**config.mk**
```make
export PLATFORM = sky130hd
export DESIGN_NAME = ysyx_22041211_core_ctrl_flat
export DESIGN_NICKNAME = d
export VERILOG_FILES = /design/src/rtl/ysyx_22041211_core_ctrl_pkg.sv /design/src/rtl/ysyx_22041211_core_ctrl_if.sv /design/src/rtl/ysyx_22041211_wait_timer.sv /design/src/rtl/ysyx_22041211_core_ctrl.sv /design/src/flat_wrapper.sv
export SDC_FILE = /design/constraint.sdc
export NUM_CORES = 1
export LEC_CHECK = 0
export ABC_AREA = 1
export BUFFER_PORTS_ARGS = -buffer_cell sky130_fd_sc_hd__buf_2
export CAP_MARGIN = 10
export CORE_MARGIN = 2
export CORE_UTILIZATION = 35
export CTS_CLUSTER_DIAMETER = 100
export CTS_CLUSTER_SIZE = 40
export DETAILED_ROUTE_END_ITERATION = 8
export MAX_ROUTING_LAYER = met4
export RECOVER_POWER = 25
export SKIP_CTS_REPAIR_TIMING = 1
export SLEW_MARGIN = 15
export SYNTH_ARGS = -nofsm -noshare
export SYNTH_HDL_FRONTEND = slang
export SYNTH_SLANG_ARGS = --single-unit
```
**constraint.sdc**
```tcl
create_clock -name clk -period 1.77 [get_ports clk]
set_input_delay 0.354 -clock clk [delete_from_list [all_inputs] [get_ports clk]]
set_output_delay 0.354 -clock clk [all_outputs]
set_load 0.01 [all_outputs]
```
**src/rtl/ysyx_22041211_core_ctrl_pkg.sv**
```systemverilog
// Shared types for the core sequencer: state encodings
// and the write-back / next-PC select codes.
package ysyx_22041211_core_ctrl_pkg;

  typedef enum logic [2:0] {
    CTRL_IDLE   = 3'd0,
    CTRL_FETCH  = 3'd1,
    CTRL_DECODE = 3'd2,
    CTRL_EXEC   = 3'd3,
    CTRL_MEM    = 3'd4,
    CTRL_WB     = 3'd5,
    CTRL_HALT   = 3'd6,
    CTRL_ERR    = 3'd7
  } ctrl_state_e;

  localparam logic WB_SEL_ALU = 1'b0;
  localparam logic WB_SEL_MEM = 1'b1;
  localparam logic PC_SEL_SEQ = 1'b0;
  localparam logic PC_SEL_TGT = 1'b1;

endpackage

```
**src/rtl/ysyx_22041211_core_ctrl_if.sv**
```systemverilog
// IFU/LSU request/response handshake bundle seen by
// the core sequencer (master) and the memory side (slave).
interface ysyx_22041211_core_ctrl_if;

  logic ifu_req_o;
  logic ifu_rvalid_i;
  logic lsu_req_o;
  logic lsu_wen_o;
  logic lsu_rvalid_i;

  modport master (
    output ifu_req_o,
    output lsu_req_o,
    output lsu_wen_o,
    input  ifu_rvalid_i,
    input  lsu_rvalid_i
  );

  modport slave (
    input  ifu_req_o,
    input  lsu_req_o,
    input  lsu_wen_o,
    output ifu_rvalid_i,
    output lsu_rvalid_i
  );

endinterface

```
**src/rtl/ysyx_22041211_wait_timer.sv**
```systemverilog
// Bus wait counter; expired_o flags the TIMEOUT-th
// consecutive waiting cycle.
module ysyx_22041211_wait_timer #(
  parameter int TIMEOUT = 255
) (
  input  logic clk,
  input  logic rst,
  input  logic clear_i,
  input  logic en_i,
  output logic expired_o
);

  localparam int W = $clog2(TIMEOUT + 1);

  logic [W-1:0] cnt_q;
  logic [W-1:0] cnt_d;

  assign expired_o = (cnt_q == W'(TIMEOUT - 1));

  always_comb begin
    cnt_d = cnt_q;
    if (clear_i) begin
      cnt_d = '0;
    end else if (en_i && !expired_o) begin
      cnt_d = cnt_q + W'(1);
    end
  end

  always_ff @(posedge clk) begin
    if (rst) begin
      cnt_q <= '0;
    end else begin
      cnt_q <= cnt_d;
    end
  end

endmodule

```
**src/rtl/ysyx_22041211_core_ctrl.sv**
```systemverilog
// Multi-cycle FETCH/DECODE/EXEC/MEM/WB sequencer.
// Define YSYX_22041211_PERF_CNT_EN for mcycle/minstret.
module ysyx_22041211_core_ctrl
  import ysyx_22041211_core_ctrl_pkg::*;
#(
  parameter int TIMEOUT = 255,
  parameter int CNT_W   = 64
) (
  input  logic clk,
  input  logic rst,
  ysyx_22041211_core_ctrl_if.master bus,
  input  logic wd_i,
  input  logic is_load_i,
  input  logic is_store_i,
  input  logic jmp_flag_i,
  input  logic branch_taken_i,
  input  logic ebreak_i,
  output logic inst_latch_o,
  output logic reg_we_o,
  output logic wb_sel_o,
  output logic pc_we_o,
  output logic pc_sel_o,
  output logic halt_o,
  output logic err_o
`ifdef YSYX_22041211_PERF_CNT_EN
  ,
  output logic [CNT_W-1:0] mcycle_o,
  output logic [CNT_W-1:0] minstret_o
`endif
);

  ctrl_state_e state_q;
  ctrl_state_e state_d;
  logic        pc_sel_q;
  logic        pc_sel_d;
  logic        wait_en;
  logic        expired;

  ysyx_22041211_wait_timer #(
    .TIMEOUT(TIMEOUT)
  ) u_timer (
    .clk      (clk),
    .rst      (rst),
    .clear_i  (!wait_en),
    .en_i     (wait_en),
    .expired_o(expired)
  );

  always_comb begin
    state_d       = state_q;
    pc_sel_d      = pc_sel_q;
    wait_en       = 1'b0;
    bus.ifu_req_o = 1'b0;
    bus.lsu_req_o = 1'b0;
    bus.lsu_wen_o = 1'b0;
    inst_latch_o  = 1'b0;
    reg_we_o      = 1'b0;
    wb_sel_o      = WB_SEL_ALU;
    pc_we_o       = 1'b0;
    pc_sel_o      = PC_SEL_SEQ;
    halt_o        = 1'b0;
    err_o         = 1'b0;
    unique case (state_q)
      CTRL_IDLE: state_d = CTRL_FETCH;
      CTRL_FETCH: begin
        bus.ifu_req_o = 1'b1;
        wait_en       = 1'b1;
        // a response on the expiring cycle still wins
        if (bus.ifu_rvalid_i) begin
          inst_latch_o = 1'b1;
          state_d      = CTRL_DECODE;
        end else if (expired) begin
          state_d = CTRL_ERR;
        end
      end
      CTRL_DECODE: begin
        state_d = ebreak_i ? CTRL_HALT : CTRL_EXEC;
      end
      CTRL_EXEC: begin
        pc_sel_d = (jmp_flag_i | branch_taken_i) ?
                   PC_SEL_TGT : PC_SEL_SEQ;
        state_d  = (is_load_i | is_store_i) ?
                   CTRL_MEM : CTRL_WB;
      end
      CTRL_MEM: begin
        bus.lsu_req_o = 1'b1;
        bus.lsu_wen_o = is_store_i;
        wait_en       = 1'b1;
        if (bus.lsu_rvalid_i) begin
          state_d = CTRL_WB;
        end else if (expired) begin
          state_d = CTRL_ERR;
        end
      end
      CTRL_WB: begin
        reg_we_o = wd_i & ~is_store_i;
        wb_sel_o = is_load_i ? WB_SEL_MEM : WB_SEL_ALU;
        pc_we_o  = 1'b1;
        pc_sel_o = pc_sel_q;
        state_d  = CTRL_FETCH;
      end
      CTRL_HALT: halt_o = 1'b1;
      CTRL_ERR:  err_o  = 1'b1;
      default:   state_d = CTRL_IDLE;
    endcase
  end

  always_ff @(posedge clk) begin
    if (rst) begin
      state_q  <= CTRL_IDLE;
      pc_sel_q <= PC_SEL_SEQ;
    end else begin
      state_q  <= state_d;
      pc_sel_q <= pc_sel_d;
    end
  end

`ifdef YSYX_22041211_PERF_CNT_EN
  logic [CNT_W-1:0] mcycle_q;
  logic [CNT_W-1:0] mcycle_d;
  logic [CNT_W-1:0] minstret_q;
  logic [CNT_W-1:0] minstret_d;

  always_comb begin
    mcycle_d   = mcycle_q;
    minstret_d = minstret_q;
    if (state_q != CTRL_HALT && state_q != CTRL_ERR) begin
      mcycle_d = mcycle_q + CNT_W'(1);
    end
    if (state_q == CTRL_WB) begin
      minstret_d = minstret_q + CNT_W'(1);
    end
  end

  always_ff @(posedge clk) begin
    if (rst) begin
      mcycle_q   <= '0;
      minstret_q <= '0;
    end else begin
      mcycle_q   <= mcycle_d;
      minstret_q <= minstret_d;
    end
  end

  assign mcycle_o   = mcycle_q;
  assign minstret_o = minstret_q;
`endif

endmodule
```
**src/flat_wrapper.sv**
```systemverilog
// flat-port wrapper written by rule: the top's interface ports become plain ports
module ysyx_22041211_core_ctrl_flat import ysyx_22041211_core_ctrl_pkg::*;
#(
  parameter int TIMEOUT = 255,
  parameter int CNT_W   = 64
)
  (clk, rst, wd_i, is_load_i, is_store_i, jmp_flag_i, branch_taken_i, ebreak_i, inst_latch_o, reg_we_o, wb_sel_o, pc_we_o, pc_sel_o, halt_o, err_o, bus_ifu_req_o, bus_lsu_req_o, bus_lsu_wen_o, bus_ifu_rvalid_i, bus_lsu_rvalid_i);
  ysyx_22041211_core_ctrl_if bus_i ();
  input  logic clk;
  input  logic rst;
  input  logic wd_i;
  input  logic is_load_i;
  input  logic is_store_i;
  input  logic jmp_flag_i;
  input  logic branch_taken_i;
  input  logic ebreak_i;
  output logic inst_latch_o;
  output logic reg_we_o;
  output logic wb_sel_o;
  output logic pc_we_o;
  output logic pc_sel_o;
  output logic halt_o;
  output logic err_o;
  output wire logic [$bits(bus_i.ifu_req_o)-1:0] bus_ifu_req_o;
  output wire logic [$bits(bus_i.lsu_req_o)-1:0] bus_lsu_req_o;
  output wire logic [$bits(bus_i.lsu_wen_o)-1:0] bus_lsu_wen_o;
  input wire logic [$bits(bus_i.ifu_rvalid_i)-1:0] bus_ifu_rvalid_i;
  input wire logic [$bits(bus_i.lsu_rvalid_i)-1:0] bus_lsu_rvalid_i;
  assign bus_ifu_req_o = bus_i.ifu_req_o;
  assign bus_lsu_req_o = bus_i.lsu_req_o;
  assign bus_lsu_wen_o = bus_i.lsu_wen_o;
  assign bus_i.ifu_rvalid_i = bus_ifu_rvalid_i;
  assign bus_i.lsu_rvalid_i = bus_lsu_rvalid_i;
  ysyx_22041211_core_ctrl #(.TIMEOUT(TIMEOUT), .CNT_W(CNT_W)) u_core (.clk(clk), .rst(rst), .bus(bus_i), .wd_i(wd_i), .is_load_i(is_load_i), .is_store_i(is_store_i), .jmp_flag_i(jmp_flag_i), .branch_taken_i(branch_taken_i), .ebreak_i(ebreak_i), .inst_latch_o(inst_latch_o), .reg_we_o(reg_we_o), .wb_sel_o(wb_sel_o), .pc_we_o(pc_we_o), .pc_sel_o(pc_sel_o), .halt_o(halt_o), .err_o(err_o));
endmodule
```
# --- Yosys cells after proc, flatten, opt, wreduce, memory -nomap -nowiden ---
# Cells that the tools add are included.
word_totals:
  regBits: 12
  out_inout_bits: 10
  inputBits: 10
  wordCells: 44
classes:
  eq_ne: 8
  mux: 20
  reduce_logical: 7
  add_sub_neg: 1
  bitwise_logic: 5
op_table:
  columns: ["op", "n"]
  rows:
  - ["$mux 1", 15]
  - ["$pmux 3 s5", 1]
  - ["$eq 3x3->1 const B", 4]
  - ["$mux 3", 4]
  - ["$add 8x1->8 const B", 1]
  - ["$eq 8x8->1 const B", 1]
  - ["$eq 3x2->1 const B", 2]
  - ["$reduce_or 2->1", 3]
  - ["$reduce_bool 5->1", 1]
  - ["$eq 3x1->1 const B", 1]
  - ["$logic_not 3->1", 1]
  - ["$not 1->1", 2]
  - ["$or 1x1->1", 2]
  - ["$and 1x1->1", 1]
  - ["$logic_and 1x1->1", 1]
  - ["$logic_not 1->1", 1]

# --- Longest topological paths before layout ---
depth:
  depth_word: 5
  ltp_mapped: 10
  ltp_nobuf: 10

# --- Cells and area by module ---
# Synthesis repeated with hierarchy kept, for this count alone.
hier_totals:
  cells_unflattened: 131
  hier_area_um2: 835.8
by_module_without_submodules:
  columns: ["module", "seq_area_each_um2", "instances", "area_each_um2", "cells_each"]
  rows:
  - ["ysyx_22041211_wait_timer", 160.2, 1, 478.0, 69]
  - ["ysyx_22041211_core_ctrl", 80.1, 1, 357.8, 62]

# --- Worst setup path before layout ---
# OpenSTA, ideal clock, no wires.
synth_timing:
  kind: "register -> register"
  start: "register u_core.u_timer.cnt_q[0]"
  end: "register u_core.u_timer.cnt_q[1]"
  setup_ps: 115
  setup_slack_ps: 511
  path_buffers: 0
  synth_period_minus_slack_ps: 1259
  stages_incl_launch_ff: 9
  required_time_ps: 1655
  arrival_ps: 1144
  cell_sequence: "dfxtp_1 -> inv_1 -> ha_1 -> nand2_1 -> nor2_1 -> nand2_4 -> nand2_4 -> inv_4 -> o21a_1"
synth_via:
  elab_chain_cells: 3
  word_cells_on_any_way: 4
  cone_classes: "1 x add/sub; 1 x eq/ne; 2 x reduce/logical"
synth_rtl:
  columns: ["item", "line_no", "source"]
  rows:
  - ["from (decl)", "ysyx_22041211_wait_timer.sv:15", "logic [W-1:0] cnt_q;"]
  - ["from (signal assigned)", "ysyx_22041211_wait_timer.sv:33", "cnt_q <= cnt_d;"]
  - ["branches (longest 3 deep; another with $add 8x1->8)", null, null]
# Parallel ways; which one is timed is not known.
# A chain may end at the register's enable or synchronous reset.

# --- Final worst setup path ---
layout_timing:
  start: "register u_core.state_q[1]"
  end: "output pc_sel_o"
layout_via:
  elab_chain_cells: 2
layout_rtl:
  columns: ["item", "line_no", "source"]
  rows:
  - ["from (decl)", "ysyx_22041211_core_ctrl.sv:32", "ctrl_state_e state_q;"]
  - ["from (signal assigned)", "ysyx_22041211_core_ctrl.sv:113", "state_q <= state_d;"]
  - ["$eq 3x3->1", "ysyx_22041211_core_ctrl.sv:63", "unique case (state_q)"]
  - ["$mux 1", "ysyx_22041211_core_ctrl.sv:63", null]
  - ["to (decl)", "flat_wrapper.sv:21", "output logic pc_sel_o;"]
# No other way between the ends.

==> results.sh <==
export IMPL_status="finished, final reports clean"
export IMPL_ioPinCount=20
export IMPL_die_h_um=53.5
export IMPL_cp_required_ns=1.42
export IMPL_rows=17
export IMPL_drt_iter0_drc=17
export IMPL_grt_pass1_vias=800
export IMPL_first_pass_iters=4
export IMPL_synth_edf_count=0
export IMPL_instances_no_fill=178
export IMPL_grt_total_usage=0.159
export IMPL_clk_pin_slew_ns=0.08
export IMPL_min_path_type="input pin to flop"
export IMPL_path_max_fanout=5
export IMPL_worstPathArrival_ns=1.22
export IMPL_worst_pin_slew_ns=0.319
export IMPL_dpl_hpwl_mm=1.41
export IMPL_vias=818
export IMPL_power_leakage_nw=0.514
export IMPL_r2r_end="u_core.u_timer.cnt_q[1]"
export IMPL_path_depth=4
export IMPL_multi_input_area_um2=526
export IMPL_cts_buffer_depth=2
export IMPL_cap_viol_max_count=0
export IMPL_min_from="rst"
export IMPL_path_class="flop to primary output"
export IMPL_ys_types=23
export IMPL_synthTopCellsByCount="nand2_1 (37), nor2_1 (17), inv_1 (16), dfxtp_1 (12), nand3_1 (9)"
export IMPL_syn_inst=128
export IMPL_worstRegToRegCells=8
export IMPL_io_buffer_count=19
export IMPL_area_growth_pct=17.3
export IMPL_fin_worst_skew_ns=0.00189
export IMPL_min_to="u_core.state_q[2]"
export IMPL_async_flop_share=0
export IMPL_synth_warnings=0
export IMPL_seq_area_frac_synth=0.280
export IMPL_rsz0062_at_grt="false"
export IMPL_p_per_area_nw_per_um2=1140
export IMPL_slew_viol_final=0
export IMPL_place_gp_congestion=0.873
export IMPL_period_share=0.892
export IMPL_finalInstanceArea_um2=1010
export IMPL_cts_tree="built"
export IMPL_fin_setup_tns_ns=0
export IMPL_fillers=236
export IMPL_drcViolationCount=0
export IMPL_worst_setup_path_start_kind="flop"
export IMPL_r2r_slack_ns=0.23
export IMPL_diodes=0
export IMPL_critPathBufInv=2
export IMPL_ctsRootBufferMaster="clkbuf_4"
export IMPL_drive_gt1_frac=0.273
export IMPL_hold_viol=0
export IMPL_grt_max_degree=9
export IMPL_dpl_cell_area_um2=977
export IMPL_yosysMostFrequentCell="nand2_1"
export IMPL_slew_headroom=0.787
export IMPL_die_width_um=53.5
export IMPL_synth_top_area_frac=0.280
export IMPL_grt_pass1_wl_mm=3.23
export IMPL_wirelength_mm=1.74
export IMPL_fmaxAchievable_ghz=0.633
export IMPL_drtAntennaViolNets=0
export IMPL_setup_viol=0
export IMPL_core_area_um2=2280
export IMPL_timing_rr_start="u_core.u_timer.cnt_q[0]"
export IMPL_ir_worst_vdd_uv=811
export IMPL_insertion_delay_ns=0.27
export IMPL_syn_num_nets=140
export IMPL_yosys_top_cells_area="dfxtp_1 (28%), nand2_1 (16%), a21oi_2 (8.2%)"
export IMPL_ys_flop_type="dfxtp_1"
export IMPL_place_inst=174
export IMPL_ys_ff_latch=12
export IMPL_hold_depth=2
export IMPL_cts_made_buffers=3
export IMPL_die_area_um2=2860
export IMPL_grt_overflow=0
export IMPL_synth_largest_area_cell="dfxtp_1"
export IMPL_crit_path_end_kind="primary output"
export IMPL_finalCriticalPeriod_ns=1.58
export IMPL_cts_htree_levels=1
export IMPL_cpPeakStageDelay_ns=0.47
export IMPL_antenna_found_initial=0
export IMPL_synth_avg_cell_area_um2=6.71
export IMPL_via_per_inst=4.60
export IMPL_syn_area_um2=858
export IMPL_crit_path_cell_trace="inv_2 > nand3_1 > nor2_1 > buf_2"
export IMPL_wl_per_cell_um=9.76
export IMPL_crit_slowest_cell="dfxtp_1"
export IMPL_seqCellArea_um2=241
export IMPL_nets=163
export IMPL_cp_top_family="flip-flops"
export IMPL_start_util=0.377
export IMPL_cts_sinks=12
-- flip-flops by register name (all words and copies together) (netlist names) --
name / count
u_core.u_timer.cnt_q: 8
u_core.pc_sel_q: 1
u_core.state_q: 3
-- worst reg2reg max path: cells and delay by family, from the launching register on --
| kind | cells | cell delay [ns] |
|---|---|---|
| AOI/OAI and AO/OA | 1 | 0.17 |
| buffers and inverters | 2 | 0.20 |
| and+or+nand+nor | 4 | 0.58 |
| adders and majority gates | 1 | 0.15 |
| DFF | 1 | 0.35 |
-- cells by family after synthesis --
group           count (synthesis)  share of synthesized area
compound gates                 15                      0.131
xor+xnor                        3                     0.0306
fa+ha+maj                       2                     0.0291
buf+inv                        20                     0.0991
flops                          12                      0.280
simple gates                   76                      0.430
-- area by class of cell --
cell class	instances	area share
multi-input combinational	96	0.522
sequential	12	0.240
timing repair buffer	19	0.0944
inverter	19	0.0733
clock buffer	4	0.0360
tap	28	0.0348
-- cells in the final DEF, fill, tap and decap left out --
cell type,synthesis,routed
dfxtp_1,12,11
o21a_1,2,2
nor3_1,2,2
inv_1,16,17
inv_4,1,1
o21ai_1,1,1
a211oi_1,1,1
a21oi_1,3,3
dfxtp_2,0,1
a21oi_2,8,8
nand2_1,37,38
nand2_4,4,3
buf_2,0,19
nand3_1,9,9
inv_2,2,1
nor2_4,2,2
xnor2_1,1,1
clkbuf_8,0,1
ha_1,2,2
nand3b_1,1,1
nor2_1,17,17
clkbuf_4,0,3
nand3_4,1,1
nand4_1,2,2
xor2_1,2,2
nand2_2,1,1
-- per-stage QoR --
step / utilization / hold WS [ns] / setup slack, ns / power [mW]
after global routing: 0.443 / 0.302 / 0.0750 / 1.25
after detailed placement: 0.429 / 0.456 / 0.381 / 0.953
after CTS: 0.445 / 0.295 / 0.0725 / 1.18
after global placement: 0.429 / 0.457 / 0.391 / 0.955
after floorplan: - / 0.423 / 0.511 / 0.844
final: 0.443 / 0.301 / 0.191 / 1.14
-- metal layers --
layer / GRT usage / routed length, µm / up-vias
met5: - / 0 / -
met4: 0.0641 / 26 / 0
met3: 0.0339 / 56 / 4
met2: 0.251 / 799 / 15
met1: 0.196 / 854 / 355
li1: - / - / 444
-- report_power, final --
group | total (mW) | leakage (nW) | internal, mW | switching (mW)
Combinational | 0.533 | 0.395 | 0.177 | 0.357
Sequential | 0.392 | 0.0975 | 0.314 | 0.0782
Clock | 0.219 | 0.0210 | 0.125 | 0.0940
Total | 1.14 | 0.514 | 0.616 | 0.529
-- worst max-delay path by stage --
| stage | startpoint | end | slack, ns |
|---|---|---|---|
| after detailed placement | u_core.state_q[0] | pc_sel_o | 0.38 |
| final | u_core.state_q[1] | pc_sel_o | 0.19 |
| after global routing | u_core.u_timer.cnt_q[0] | u_core.u_timer.cnt_q[1] | 0.08 |
| after floorplan | u_core.u_timer.cnt_q[0] | u_core.u_timer.cnt_q[1] | 0.51 |
| after global placement | u_core.state_q[0] | pc_sel_o | 0.39 |
| after CTS | u_core.state_q[0] | pc_sel_o | 0.07 |
No activity file was read; power rests on OpenSTA's default activity.
